$ cat config.mk
export PLATFORM = sky130hd
export DESIGN_NAME = ulpi_pkt_scheduler
export DESIGN_NICKNAME = d
export VERILOG_FILES = /design/src/rtl/ulpi_pkt_scheduler.sv
export SDC_FILE = /design/constraint.sdc
export NUM_CORES = 1
export LEC_CHECK = 0
export ABC_AREA = 0
export CORE_MARGIN = 5
export CORE_UTILIZATION = 49
export DETAILED_ROUTE_END_ITERATION = 10
export PLACE_DENSITY = 0.78
export SLEW_MARGIN = 40
export SYNTH_ARGS = -nofsm -noshare
export SYNTH_HDL_FRONTEND = slang
export SYNTH_SLANG_ARGS = --single-unit
$ cat constraint.sdc
create_clock -name clk -period 2.51 [get_ports clk]
set_clock_uncertainty 0.2 [all_clocks]
set_input_delay 0.3765 -clock clk [delete_from_list [all_inputs] [get_ports clk]]
set_output_delay 0.3765 -clock clk [all_outputs]
set_load 0.02 [all_outputs]
$ cat src/rtl/ulpi_pkt_scheduler.sv
// Drains INFO/DATA receive buffers into framed byte stream: SYNC, info hi, info lo, payload.
// Payload length comes from the INFO word, clamped to MAX_LEN; pkt_count tallies completed frames.
module ulpi_pkt_scheduler #(
  parameter logic [7:0] SYNC_BYTE = 8'hA5,
  parameter logic [9:0] MAX_LEN   = 10'd1023
) (
  input  logic        clk,
  input  logic        rst,
  input  logic        enable,
  input  logic        info_empty,
  input  logic        info_full,
  input  logic [15:0] info_data,
  output logic        info_re,
  input  logic        data_empty,
  input  logic        data_full,
  input  logic [7:0]  data_in,
  output logic        data_re,
  output logic        read_allow,
  output logic [7:0]  tx_data,
  output logic        tx_valid,
  input  logic        tx_ready,
  output logic [15:0] pkt_count,
  output logic        len_err
);

  localparam int unsigned INFO_W = 16;
  localparam int unsigned CNT_W  = 10;
  localparam int unsigned BYTE_W = 8;

  typedef enum logic [3:0] {
    IDLE, INFO_RD, INFO_WAIT, HDR0, HDR1, HDR2, DATA_RD, DATA_WAIT, DATA_OUT
  } state_t;

  state_t              state;
  state_t              state_next;
  logic [INFO_W-1:0]   info_q;
  logic [CNT_W-1:0]    remaining;
  logic                accept;
  logic                frame_done;
  logic                present_next;
  logic                info_over;

  assign info_over = (info_data[CNT_W-1:0] > MAX_LEN);

  // Pop follows the live empty flag so a stalled read never pops an empty buffer.
  assign data_re = !rst && (state == DATA_RD) && !data_empty;

  // Next-state decode
  always_comb begin
    state_next   = state;
    frame_done   = 1'b0;
    accept       = tx_valid && tx_ready;
    unique case (state)
      IDLE:      if (enable && !info_empty) state_next = INFO_RD;
      INFO_RD:   state_next = INFO_WAIT;
      INFO_WAIT: state_next = HDR0;
      HDR0:      if (accept) state_next = HDR1;
      HDR1:      if (accept) state_next = HDR2;
      HDR2: begin
        if (accept) begin
          if (remaining == CNT_W'(0)) begin
            state_next = IDLE;
            frame_done = 1'b1;
          end else begin
            state_next = DATA_RD;
          end
        end
      end
      DATA_RD:   if (!data_empty) state_next = DATA_WAIT;
      DATA_WAIT: state_next = DATA_OUT;
      DATA_OUT: begin
        if (accept) begin
          if (remaining == CNT_W'(1)) begin
            state_next = IDLE;
            frame_done = 1'b1;
          end else begin
            state_next = DATA_RD;
          end
        end
      end
      default:   state_next = IDLE;
    endcase
    present_next = (state_next == HDR0) || (state_next == HDR1) ||
                   (state_next == HDR2) || (state_next == DATA_OUT);
  end

  always_ff @(posedge clk) begin
    if (rst) state <= IDLE;
    else     state <= state_next;
  end

  // Registered outputs and frame datapath
  always_ff @(posedge clk) begin
    if (rst) begin
      info_re    <= 1'b0;
      tx_valid   <= 1'b0;
      tx_data    <= BYTE_W'(0);
      read_allow <= 1'b0;
      pkt_count  <= 16'd0;
      len_err    <= 1'b0;
      info_q     <= INFO_W'(0);
      remaining  <= CNT_W'(0);
    end else begin
      info_re    <= (state_next == INFO_RD);
      tx_valid   <= present_next;
      read_allow <= enable && !info_full && !data_full;
      if (state == INFO_WAIT) begin
        info_q    <= info_data;
        remaining <= info_over ? MAX_LEN : info_data[CNT_W-1:0];
        if (info_over) len_err <= 1'b1;
      end
      if ((state == DATA_OUT) && accept) remaining <= remaining - CNT_W'(1);
      if (frame_done) pkt_count <= pkt_count + 16'd1;
      // Load tx_data only on entry to a presenting state so it holds across stalls.
      if (state_next != state) begin
        unique case (state_next)
          HDR0:     tx_data <= SYNC_BYTE;
          HDR1:     tx_data <= info_q[15:8];
          HDR2:     tx_data <= info_q[7:0];
          DATA_OUT: tx_data <= data_in;
          default:  tx_data <= tx_data;
        endcase
      end
    end
  end

endmodule

==> qor.txt <==
slowest stage cell, crit path -> a2111o_1
Final period util -> 0.9841
worst-margin pin slew -> 679.1 ps
Area growth syn-to-layout -> 39.95%
GR Overflow Total -> 0
GRT Overall Usage -> 0.2074
RSZ-0062 raised after global routing -> yes
cts-stage hold buffer count -> 0
status -> finished clean
Layout Cells excl Fill -> 494
Place WS -> -278.3 ps
DP Wirelength -> 5.320 mm
final setup margin -> 39.79 ps
leakage power -> 0.001428 uW
htree depth -> 3
largest net degree at the start of global routing -> 62
CTS tree -> done
first-pass GRT wire length -> 12.27 mm
Area contributors post-synth -> dfxtp_1, nand2_1, a21oi_1
worst reg2reg path depth -> 5
Starting Density -> 0.4944
worst-path cell chain -> nor3_1, nand3_1, a2111o_1, or3_1, a21oi_1
WP depth -> 5
CP max FO -> 8
via count -> 2785
Syn Std Cell Area -> 2875 sq um
Power Dens Cells -> 581.8 nW/um^2
WL/cell -> 15.97 um
Reg clk slew, reported paths -> 70 ps
Yosys top cell by area -> dfxtp_1
Synth top area share -> 0.4038
reg2reg end -> pkt_count[6]$_SDFFE_PP0P_
Chip Height -> 86.60 um
I/O Pins -> 61
Yosys cell types -> 59
most frequent cell after synthesis -> dfxtp_1
Hold Crit Class -> register to register
core area -> 5816 sq um
CTS Buf Count -> 9
total power -> 2341 uW
Final Hold Fails -> 0
most instantiated cells after synthesis -> dfxtp_1, nand2_1, nor2_1, a21oi_1, clkbuf_1
Seq/Total Area, Yosys -> 0.4038
Initial DRC Count -> 186
Root Buffer -> clkbuf_8
DRT Pass-1 Iters -> 4
antenna cells -> 0
Die X -> 86.60 um
fin crit period -> 2470 ps
vias in the first global route -> 2700
Site Rows -> 28
DRT antenna net count -> 0
Routed WL -> 7.889 mm
max_cap viols -> 0
Clock Sinks -> 58
initial antenna violation count -> 0
Setup crit end kind -> register
GPL Wtd Cong -> 0.8777
Buffers on Ports -> 60
Synth Flop Type -> dfxtp_1
nets -> 450
met3 WL -> 531 um
syn_nets -> 366
DR WL met2 -> 3.785 mm
fin util -> 0.6919
crit path from -> state[1]$_SDFF_PP0_
placed instance count -> 476
Rel. slew slack -> 0.5443
die footprint -> 7500 sq um
DRC viols -> 0
clock latency at the later pin of the worst-skew pair -> 350 ps
WHS -> 265.5 ps
CP peak stage delay -> 580 ps
FMAX -> 404.8 MHz
YS warnings -> 0
DRT met1 WL -> 3.403 mm
syn avg cell area -> 8.713 sq um
critical path class -> register to register
R2R setup slack -> 40 ps
CP bufs+invs -> 0
CP top delay family -> simple AND/OR/NAND/NOR gates
gate count of the mapped netlist -> 330
FF+latch count, synth -> 58
Worst Setup EP -> pkt_count[6]$_SDFFE_PP0P_
CP Launch Type -> register
asr flop ratio synth -> 0
CP arrival -> 2540 ps
Post-synth EDFFs -> 0
Setup violations, final -> 0
Slew Limit Fails -> 0
share of cells above drive strength 1 -> 0.1933
Req. time, crit path -> 2580 ps
DR top layer -> met4
via/cell ratio -> 5.638
VDD IR max -> 398.9 uV
worst r2r src -> state[1]$_SDFF_PP0_
clock tree buffer depth -> 2
-- layout make-up --
type / instances / area (sq um)
clock inverters: 7 / 117.6
flip-flops and latches: 58 / 1162
multi-input cells: 246 / 1677
inverters: 10 / 37.54
well taps: 75 / 93.84
repair buffers: 89 / 812.0
fillers: 475 / 1792
clock buffers: 9 / 123.9
-- per-stage QoR --
step | TNS (ps) | cell area [sq um]
2_1_floorplan | 0 | 2875
3_3_place_gp | -2833 | 3697
3_5_place_dp | -3328 | 3697
4_1_cts | 0 | 3939
5_1_grt | -62.44 | 4024
6_report | 0 | 4024
-- state kept, by name, indices dropped and copies added (netlist names) --
name and flops:
info_q 16, pkt_count 16, remaining 10, tx_data 8
state 4, info_re 1, len_err 1, read_allow 1
tx_valid 1
-- how the worst min path moves through the flow --
stage	cells past startpoint	start	slack (ps)	to
finish	2	info_q[13]$_SDFFE_PP0P_	270	info_q[13]$_SDFFE_PP0P_
global route	1	len_err$_SDFFE_PP0P_	280	len_err$_SDFFE_PP0P_
CTS	2	info_q[13]$_SDFFE_PP0P_	260	info_q[13]$_SDFFE_PP0P_
detailed placement	2	info_q[13]$_SDFFE_PP0P_	250	info_q[13]$_SDFFE_PP0P_
global placement	2	info_q[14]$_SDFFE_PP0P_	240	info_q[14]$_SDFFE_PP0P_
floorplan	2	info_q[10]$_SDFFE_PP0P_	230	info_q[10]$_SDFFE_PP0P_
-- cells by family (layout without fill, tap and decap cells) --
logic type	after synthesis	in the layout	synth area share
multiplexers	9	9	0.03481
adder cells (fa/ha/maj)	4	4	0.01741
AND/OR/NAND/NOR	142	142	0.2572
XOR/XNOR	14	14	0.04265
flip-flops	58	58	0.4038
buffers and inverters	27	115	0.04004
AO/OA/AOI/OAI	76	77	0.2041
-- power breakdown --
group	switching [uW]	leakage (uW)	internal, uW	total (uW)
sequential	25.2	0.000470	949	975
clock	404	0.000111	657	1060
combinational	160	0.000846	145	305
total	590	0.00143	1750	2340
-- cells in the final DEF (no fill, tap or decap), types with 3 or more instances in the layout --
cell and count:
a211oi_1 4, a21oi_1 25, a221oi_1 4, a31oi_1 4, a32oi_1 7, and3_1 8
buf_4 29, bufinv_16 3, clkbuf_8 9, clkdlybuf4s50_1 58, clkinvlp_4 3, dfxtp_1 57
ha_1 4, inv_1 10, mux2_2 8, nand2_1 44, nand2b_1 6, nand3_1 10
nand4_1 3, nor2_1 31, nor3_1 6, nor3_2 4, nor4_1 3, nor4b_1 3
o21ai_0 8, o32ai_1 3, or3_1 5, xnor2_1 9, xor2_1 5
-- what timing repair did --
item / CTS / global route
pin swaps: 0 / 3
setup endpoints to repair: 1 / 10
gates cloned: 0 / 1
setup buffers: 0 / 1
resized for setup: 2 / 11
-- routing by layer --
metal | GRT usage | vias up
met5 | 0 | -
met4 | 0.08924 | 0
met3 | 0.05228 | 16
met2 | 0.3428 | 96
met1 | 0.2553 | 1309
li1 | - | 1364
-- tightest hold or removal path: stages, from the launching register on --
cell and delay, ps:
dfxtp_1 310, nand2_1 50, a21oi_1 50
Note: power is estimated with default switching activity, not from simulation.
